File: config.mk
export PLATFORM = sky130hd
export DESIGN_NAME = dcm_reset_sequencer_flat
export DESIGN_NICKNAME = d
export VERILOG_FILES = /design/src/rtl/dcm_reset_sequencer_pkg.sv /design/src/rtl/dcm_reset_sequencer_if.sv /design/src/rtl/dcm_reset_sequencer_sync_2ff.sv /design/src/rtl/dcm_reset_sequencer.sv /design/src/flat_wrapper.sv
export SDC_FILE = /design/constraint.sdc
export NUM_CORES = 1
export LEC_CHECK = 0
export CAP_MARGIN = 20
export CORE_MARGIN = 2
export CORE_UTILIZATION = 35
export CTS_CLUSTER_DIAMETER = 30
export CTS_CLUSTER_SIZE = 10
export DETAILED_ROUTE_END_ITERATION = 10
export DONT_BUFFER_PORTS = 1
export PLACE_DENSITY = 0.6
export RECOVER_POWER = 25
export SYNTH_ARGS = -nofsm -noshare
export SYNTH_HDL_FRONTEND = slang
export SYNTH_SLANG_ARGS = --single-unit
File: constraint.sdc
create_clock -name clk32 -period 2.2 [get_ports clk32]
set_input_delay 0.44 -clock clk32 [delete_from_list [all_inputs] [get_ports clk32]]
set_output_delay 0.44 -clock clk32 [all_outputs]
set_load 0.005 [all_outputs]
File: src/rtl/dcm_reset_sequencer_pkg.sv
// DCM reset sequencer shared definitions.
// State codes and elaboration-time sizing helpers.
package dcm_reset_sequencer_pkg;

  localparam logic [1:0] ST_RST_PULSE = 2'd0;
  localparam logic [1:0] ST_WAIT_LOCK = 2'd1;
  localparam logic [1:0] ST_STABLE    = 2'd2;
  localparam logic [1:0] ST_RUN       = 2'd3;

  function automatic int clog2(input int v);
    int r;
    r = 0;
    while ((1 << r) < v) r = r + 1;
    return r;
  endfunction

  function automatic int max3(
    input int a,
    input int b,
    input int c
  );
    int m;
    m = (a > b) ? a : b;
    return (m > c) ? m : c;
  endfunction

endpackage

File: src/rtl/dcm_reset_sequencer_if.sv
// DCM-side control bundle of the reset sequencer.
// master = sequencer, slave = DCM / downstream reset consumers.
interface dcm_reset_sequencer_if #(
  parameter int RETRY_W = 4
);

  logic               locked;
  logic               dcm_rst;
  logic               sys_rst;
  logic               ready;
  logic [RETRY_W-1:0] retry_count;
  logic [1:0]         state;

  modport master (
    input  locked,
    output dcm_rst,
    output sys_rst,
    output ready,
    output retry_count,
    output state
  );

  modport slave (
    output locked,
    input  dcm_rst,
    input  sys_rst,
    input  ready,
    input  retry_count,
    input  state
  );

endinterface

File: src/rtl/dcm_reset_sequencer_sync_2ff.sv
// Generic two-flop synchronizer, sync active-low reset.
// Used to bring the asynchronous DCM LOCKED into clk32.
module dcm_reset_sequencer_sync_2ff (
  input  logic clk,
  input  logic reset_n,
  input  logic d,
  output logic q
);

  logic ff1;
  logic ff2;

  always_ff @(posedge clk) begin
    if (!reset_n) begin
      ff1 <= 1'b0;
      ff2 <= 1'b0;
    end else begin
      ff1 <= d;
      ff2 <= ff1;
    end
  end

  assign q = ff2;

endmodule

File: src/rtl/dcm_reset_sequencer.sv
// Pulses DCM reset, waits for lock with timeout and retry,
// then releases system reset once lock is qualified.
module dcm_reset_sequencer
  import dcm_reset_sequencer_pkg::*;
#(
  parameter int RST_CYCLES    = 8,
  parameter int LOCK_TIMEOUT  = 65536,
  parameter int STABLE_CYCLES = 1024,
  parameter int RETRY_W       = 4
) (
  input  logic                  clk32,
  input  logic                  reset_n,
  dcm_reset_sequencer_if.master bus
);

  localparam int CMAX =
    max3(RST_CYCLES, LOCK_TIMEOUT, STABLE_CYCLES);
  localparam int CW = clog2(CMAX);

  localparam logic [CW-1:0] RST_LAST =
    CW'(RST_CYCLES - 1);
  localparam logic [CW-1:0] TMO_LAST =
    CW'(LOCK_TIMEOUT - 1);
  localparam logic [CW-1:0] STB_LAST =
    CW'(STABLE_CYCLES - 1);

  logic [1:0]         state;
  logic [1:0]         nxt;
  logic [CW-1:0]      cnt;
  logic [RETRY_W-1:0] retry;
  logic               bump;
  logic               locked_s;

  dcm_reset_sequencer_sync_2ff u_sync (
    .clk     (clk32),
    .reset_n (reset_n),
    .d       (bus.locked),
    .q       (locked_s)
  );

  // Lock wins over a coincident timeout in WAIT_LOCK.
  always_comb begin
    nxt  = state;
    bump = 1'b0;
    unique case (state)
      ST_RST_PULSE: begin
        if (cnt == RST_LAST) nxt = ST_WAIT_LOCK;
      end
      ST_WAIT_LOCK: begin
        if (locked_s) begin
          nxt = ST_STABLE;
        end else if (cnt == TMO_LAST) begin
          nxt  = ST_RST_PULSE;
          bump = 1'b1;
        end
      end
      ST_STABLE: begin
        if (!locked_s) begin
          nxt  = ST_RST_PULSE;
          bump = 1'b1;
        end else if (cnt == STB_LAST) begin
          nxt = ST_RUN;
        end
      end
      ST_RUN: begin
        if (!locked_s) begin
          nxt  = ST_RST_PULSE;
          bump = 1'b1;
        end
      end
      default: nxt = ST_RST_PULSE;
    endcase
  end

  always_ff @(posedge clk32) begin
    if (!reset_n) begin
      state <= ST_RST_PULSE;
      cnt   <= '0;
      retry <= '0;
    end else begin
      state <= nxt;
      cnt   <= (nxt != state) ? '0 : cnt + CW'(1);
      if (bump && !(&retry)) retry <= retry + 1'b1;
    end
  end

  assign bus.dcm_rst     = (state == ST_RST_PULSE);
  assign bus.sys_rst     = (state != ST_RUN);
  assign bus.ready       = (state == ST_RUN);
  assign bus.retry_count = retry;
  assign bus.state       = state;

endmodule

File: src/flat_wrapper.sv
// flat-port wrapper written by rule: the top's interface ports become plain ports
module dcm_reset_sequencer_flat import dcm_reset_sequencer_pkg::*;
#(
  parameter int RST_CYCLES    = 8,
  parameter int LOCK_TIMEOUT  = 65536,
  parameter int STABLE_CYCLES = 1024,
  parameter int RETRY_W       = 4
)
  (clk32, reset_n, bus_locked, bus_dcm_rst, bus_sys_rst, bus_ready, bus_retry_count, bus_state);
  dcm_reset_sequencer_if #(.RETRY_W(RETRY_W)) bus_i ();
  input  logic clk32;
  input  logic reset_n;
  input wire logic [$bits(bus_i.locked)-1:0] bus_locked;
  output wire logic [$bits(bus_i.dcm_rst)-1:0] bus_dcm_rst;
  output wire logic [$bits(bus_i.sys_rst)-1:0] bus_sys_rst;
  output wire logic [$bits(bus_i.ready)-1:0] bus_ready;
  output wire logic [$bits(bus_i.retry_count)-1:0] bus_retry_count;
  output wire logic [$bits(bus_i.state)-1:0] bus_state;
  assign bus_i.locked = bus_locked;
  assign bus_dcm_rst = bus_i.dcm_rst;
  assign bus_sys_rst = bus_i.sys_rst;
  assign bus_ready = bus_i.ready;
  assign bus_retry_count = bus_i.retry_count;
  assign bus_state = bus_i.state;
  dcm_reset_sequencer #(.RST_CYCLES(RST_CYCLES), .LOCK_TIMEOUT(LOCK_TIMEOUT), .STABLE_CYCLES(STABLE_CYCLES), .RETRY_W(RETRY_W)) u_core (.clk32(clk32), .reset_n(reset_n), .bus(bus_i));
endmodule
==> qor.txt, run 1 <==
grt total ovfl = 0
Max IR drop VDD = 0.313 mV
Seq/Total Area, Yosys = 39.1%
global-route wire length before repair = 4260 um
initial antenna violation count = 0
Reg clk slew, reported paths = 140 ps
ANT cells = 0
drt wl/cell = 13.1 um
Crit Path Class = flop to flop
CTS buffer count = 3
fin. max-slew vios = 0
dominant synthesized flop cell = dfxtp_1
crit-path max cell delay = 510 ps
flop2flop setup slack = 160 ps
Buffers on Ports = 0
Rows = 21
syn nets = 136
DP Worst Slack = 119 ps
largest net degree at the start of global routing = 15
R2R cell count = 6
Worst slew margin = 69.0%
Mapped Area = 1230 um2
Hold Path Depth = 2
EDFF count, synth = 0
Ports = 12
WP data arrival = 2300 ps
unrepaired setup endpoints after global routing = false
Layout area overhead = 8.96%
Die W = 63.3 um
layout cells sized above 1 = 17.2%
post-CTS setup buffers = 0
Worst Setup Start Kind = flop
Mapped Cells = 131
DRC violations left = 0
vias per inst = 5.17
cell with the largest stage delay on the worst path = or3_4
Leak = 0.414 nW
Hold Vio Cnt, Final = 0
design area = 1340 um2
Starting Density = 36.5%
fmax = 0.489 GHz
Critical Path End Type = flop
die area = 4000 um2
Sink Count = 24
synth unique cells = 39
synthesis-stage register bit count = 24
Setup TNS = 0 ps
Syn. warnings = 0
Mapped Avg Cell Area = 9.38 um2
final worst slack = 156 ps
Final Setup Violations = 0
clock tree buffer depth = 2
wirelength, routed = 2350 um
Layout Utilization = 39.8%
worst slew pin tran = 460 ps
clock skew = 3.82 ps
number of global-route vias before repair = 891
Clock Latency Late Sink = 320 ps
status = finished, final reports clean
Pwr Density = 600 nW/um2
final period utilization = 92.9%
Initial DRC Count = 41
DPL Wire Length = 1790 um
area of the core = 3360 um2
die height = 63.3 um
htree depth = 1
antenna-violating nets left = 0
Worst Path Max Fanout = 11
Tmin final = 2040 ps
CTS Root Cell = clkbuf_4
drt first pass iters = 4
total power = 803 uW
CTS tree = built
CP Data Required Time = 2460 ps
routability cong. = 0.812
post-synthesis async set-or-reset flop share = 0%
DP Area = 1280 um2
Total Routing Usage GR = 13.3%
Hold WC Path Type = input pin to flop
Via Count = 930
chain of cells forming the critical path = ha_2, nand4_4, nor4_4, o22ai_2, or3_4, a21boi_0
Layout Nets = 140
MaxCap Viol Count = 0
## worst max-delay path, delay by kind of cell (launching register included)
| family | cells | cell delay [ps] |
|---|---|---|
| adders and majority gates | 1 | 260 |
| AOI/OAI and AO/OA | 2 | 300 |
| DFF | 1 | 410 |
| and+or+nand+nor | 3 | 1020 |
## cell type report
| class | count | area (um2) |
|---|---|---|
| inverter | 5 | 18.8 |
| fill | 368 | 2020 |
| sequential | 24 | 480 |
| clock buffer | 3 | 22.5 |
| tap | 46 | 57.6 |
| timing repair buffer | 3 | 22.5 |
| multi-input combinational | 98 | 707 |
| clock inverter | 1 | 30.0 |
## registers in the layout, indices dropped and copies added (netlist names)
register,cells
u_core.bus.state,2
u_core.cnt,16
u_core.bus.retry_count,4
u_core.u_sync.ff1,1
u_core.u_sync.q,1
## cell families (layout without fill, tap and decap cells)
| logic type | after synthesis | count (layout) | share of synthesized area (%) |
|---|---|---|---|
| multiplexers | 3 | 3 | 2.44 |
| adder cells (fa/ha/maj) | 2 | 2 | 2.04 |
| buffers and inverters | 9 | 12 | 3.56 |
| AND/OR/NAND/NOR | 54 | 54 | 27.2 |
| flip-flops | 24 | 24 | 39.1 |
| XOR/XNOR | 14 | 14 | 9.98 |
| AO/OA/AOI/OAI | 25 | 25 | 15.7 |
## synth_stat cells (all sizes together) (2+ instances only)
cell    instances  area share (%)
xnor2          11             7.8
clkbuf          2            0.71
and2            2             1.0
mux2i           3             2.4
nand4          10             6.3
o21ai           2            0.81
dfxtp          24              39
nand2          10             3.1
nand2b          2             1.0
buf             2             1.3
nor4            6             4.3
nand3           5             2.0
xor2            3             2.1
inv             5             1.5
or3             3             2.3
nor2            8             2.4
ha              2             2.0
a21oi          16              10
a21boi          2             1.2
## timing repair
action / CTS / global route
hold endpoints to repair: 0 / 0
hold buffers: 0 / 0
setup endpoints to repair: 0 / 3
resized for setup: 0 / 1
## metal layers
layer  track usage (%)  vias up  wire length, um
met5                 0        -                0
met4              4.08        0               31
met3              4.64        2              108
met2              21.0       20             1140
met1              17.1      433             1070
li1                  -      475                -
## power breakdown
group	leakage [nW]	internal (mW)	switching, mW
clock	0.0279	0.184	0.137
sequential	0.194	0.442	0.00883
combinational	0.192	0.0142	0.0169
## worst paths after layout
check,start,endpoint
min,reset_n,u_core.bus.state[1]$_SDFF_PN0_
min reg2reg,u_core.u_sync.ff1$_SDFF_PN0_,u_core.u_sync.q$_SDFF_PN0_
max reg2reg,u_core.cnt[1]$_SDFF_PP0_,u_core.cnt[1]$_SDFF_PP0_
max,u_core.cnt[1]$_SDFF_PP0_,u_core.cnt[1]$_SDFF_PP0_
## stage by stage
stage                     hold slack, ps  std cells
after floorplan                      412        131
after global placement               421        176
after detailed placement             426        176
after CTS                            209        180
after global routing                 214        180
final                                229        180
## layout by cell type, fill, tap and decap left out, types with 5 or more instances in the layout
cell and count:
xnor2_1 11, inv_1 5, nand3_1 5, a21oi_2 9
nor2_1 8, nand2_1 10, a21oi_1 6, nand4_1 9
dfxtp_1 24, nor4_1 5
No activity file was read; power rests on OpenSTA's default activity.
==> inputs of run 2 (changes only) <==
--- a/config.mk
+++ b/config.mk
@@ -5,14 +5,12 @@
 export SDC_FILE = /design/constraint.sdc
 export NUM_CORES = 1
 export LEC_CHECK = 0
-export CAP_MARGIN = 20
-export CORE_MARGIN = 2
-export CORE_UTILIZATION = 35
+export CORE_UTILIZATION = 55
 export CTS_CLUSTER_DIAMETER = 30
 export CTS_CLUSTER_SIZE = 10
 export DETAILED_ROUTE_END_ITERATION = 10
 export DONT_BUFFER_PORTS = 1
-export PLACE_DENSITY = 0.6
+export PLACE_DENSITY = 0.81
 export RECOVER_POWER = 25
 export SYNTH_ARGS = -nofsm -noshare
 export SYNTH_HDL_FRONTEND = slang
==> run 2 against run 1 <==
Effect of this change:
- final cell count decreased by 11%
- count of clock-buffer cells in the layout increased by 1
- wire length decreased by 2.6%
- final area decreased by 2.9%
- sequential share of layout area increased by 1.2 points
- worst hold slack got worse by 1.1 ps
- register-to-register slack about the same
- non-clock buffer count unchanged
- critical path type unchanged
- critical endpoint unchanged
==> qor.txt, run 2 (synthesized netlist as in run 1, its figures left out) <==
status = finished, final reports clean (unchanged)
Hold Vio Cnt, Final = 0 (unchanged)
design area = 1300 um2 (was 1340 um2)
Initial DRC Count = 32 (was 41)
Clock Power Share = 32.3% (was 40.0%)
Max IR drop VDD = 0.499 mV (was 0.313 mV)
die height = 49.3 um (was 63.3 um)
Critical Path End Type = flop (unchanged)
cts hold-fix bufs = 0 (unchanged)
grt total ovfl = 0 (unchanged)
drt first pass iters = 4 (unchanged)
chain of cells forming the critical path = ha_2, nand4_4, nor4_4, o22ai_2, or3_4, a21boi_0 (unchanged)
ANT cells = 0 (unchanged)
unrepaired setup endpoints after global routing = false (unchanged)
drt wl/cell = 14.2 um (was 13.1 um)
Final Setup Violations = 0 (unchanged)
CTS buffer count = 3 (unchanged)
initial antenna violation count = 0 (unchanged)
number of global-route vias before repair = 881 (was 891)
worst slew pin tran = 422 ps (was 460 ps)
Tmin final = 2050 ps (was 2040 ps)
Ports = 12 (unchanged)
Crit Path Class = flop to flop (unchanged)
Buffers on Ports = 0 (unchanged)
Comb power frac = 4.6% (was 3.9%)
layout cells sized above 1 = 17.9% (was 17.2%)
WP data arrival = 2300 ps (about the same)
Sink Count = 24 (unchanged)
P_int = 558 uW (was 640 uW)
wirelength, routed = 2290 um (was 2350 um)
post-CTS setup buffers = 0 (unchanged)
largest net degree at the start of global routing = 14 (was 15)
area of the core = 2020 um2 (was 3360 um2)
Layout area overhead = 5.80% (was 8.96%)
DPL Wire Length = 1700 um (was 1790 um)
die area = 2430 um2 (was 4000 um2)
clock skew = 7.21 ps (was 3.82 ps)
final worst slack = 155 ps (was 156 ps)
Layout Utilization = 64.3% (was 39.8%)
crit-path max cell delay = 510 ps (about the same)
CTS tree = built (unchanged)
htree depth = 1 (unchanged)
Die W = 49.3 um (was 63.3 um)
Worst Path Max Fanout = 11 (unchanged)
final period utilization = 93.0% (was 92.9%)
number of flip-flops under the largest register name = 16 (unchanged)
total power = 713 uW (was 803 uW)
antenna-violating nets left = 0 (unchanged)
routability cong. = 0.872 (was 0.812)
cell with the largest stage delay on the worst path = or3_4 (unchanged)
Hold WC Path Type = input pin to flop (unchanged)
Leak = 0.408 nW (was 0.414 nW)
MaxCap Viol Count = 0 (unchanged)
Worst Setup Start Kind = flop (unchanged)
Rows = 16 (was 21)
sequential share of power = 63.1% (was 56.1%)
non-filler instance count after layout = 161 (was 180)
CTS Root Cell = clkbuf_4 (unchanged)
fin. max-slew vios = 0 (unchanged)
switching part of the total = 21.8% (was 20.3%)
dpl cells = 157 (was 176)
DP Worst Slack = 98.9 ps (was 119 ps)
Reg clk slew, reported paths = 130 ps (was 140 ps)
Starting Density = 60.8% (was 36.5%)
clock tree buffer depth = 2 (unchanged)
Worst slew margin = 71.6% (was 69.0%)
DRC violations left = 0 (unchanged)
Pwr Density = 549 nW/um2 (was 600 nW/um2)
CP Data Required Time = 2460 ps (about the same)
Clock Latency Late Sink = 320 ps (about the same)
Total Routing Usage GR = 21.8% (was 13.3%)
Layout Nets = 140 (unchanged)
Fillers = 173 (was 368)
largest delay contributor family on the critical path = simple AND/OR/NAND/NOR gates (unchanged)
fmax = 0.489 GHz (about the same)
worst path bufs/invs = 0 (unchanged)
Via Count = 959 (was 930)
global-route wire length before repair = 3960 um (was 4260 um)
worst hold margin = 228 ps (was 229 ps)
register name with the most flops = u_core.cnt (unchanged)
commonest non-fill, non-tap cell in the layout = dfxtp_1 (unchanged)
DP Area = 1260 um2 (was 1280 um2)
most frequent cells in the layout = 23 x dfxtp_1, 11 x xnor2_1, 10 x nand2_1, 9 x nand4_1, 9 x a21oi_2 (was 24 x dfxtp_1, 11 x xnor2_1, 10 x nand2_1, 9 x nand4_1, 9 x a21oi_2)
Sw Pwr = 156 uW (was 163 uW)
Setup TNS = 0 ps (unchanged)
vias per inst = 5.96 (was 5.17)
[run 2: timing repair]
action | CTS | global route
gates resized for setup | 0 | 2
endpoints found under the hold margin | 0 | 0
endpoints found under the setup margin | 0 | 11
[run 2: cell type report]
type                       count  area [um2]  area share, %
multi-input combinational     98         707           54.4
sequential                    24         482           37.1
clock buffer                   4        36.3           2.79
tap                           27        33.8           2.60
timing repair buffer           3        22.5           1.73
inverter                       5        18.8           1.44
[run 2: power by group through the flow]
stage | logic (mW) | registers (mW) | clock network (mW)
after CTS | 0.0332 | 0.450 | 0.236
after global routing | 0.0362 | 0.451 | 0.255
after detailed placement | 0.0329 | 0.460 | 0
after floorplan | 0.0305 | 0.457 | 0
after global placement | 0.0304 | 0.459 | 0
final | 0.0330 | 0.450 | 0.230
[run 2: per-layer routing]
| layer | up-vias | global-route usage (%) | routed length (um) |
|---|---|---|---|
| li1 | 479 | - | - |
| met1 | 450 | 27.4 | 1080 |
| met4 | 0 | 11.8 | 51 |
| met2 | 25 | 34.0 | 1080 |
| met3 | 5 | 5.30 | 81 |
| met5 | - | 0 | 0 |
[run 2: final timing paths]
| path | from | endpoint | slack [ps] | cells past startpoint |
|---|---|---|---|---|
| max reg2reg | u_core.cnt[1]$_SDFF_PP0_ | u_core.cnt[1]$_SDFF_PP0_ | 150 | 6 |
| min | reset_n | u_core.bus.state[1]$_SDFF_PN0_ | 230 | 2 |
| min reg2reg | u_core.u_sync.ff1$_SDFF_PN0_ | u_core.u_sync.q$_SDFF_PN0_ | 460 | 1 |
| max | u_core.cnt[1]$_SDFF_PP0_ | u_core.cnt[1]$_SDFF_PP0_ | 150 | 6 |
==> inputs of run 3 (changes only) <==
--- a/config.mk
+++ b/config.mk
@@ -5,6 +5,7 @@
 export SDC_FILE = /design/constraint.sdc
 export NUM_CORES = 1
 export LEC_CHECK = 0
+export ABC_AREA = 0
 export CORE_UTILIZATION = 55
 export CTS_CLUSTER_DIAMETER = 30
 export CTS_CLUSTER_SIZE = 10
==> results of run 3 <==
The final DEF is identical to that of run 2; final timing and power are the same.
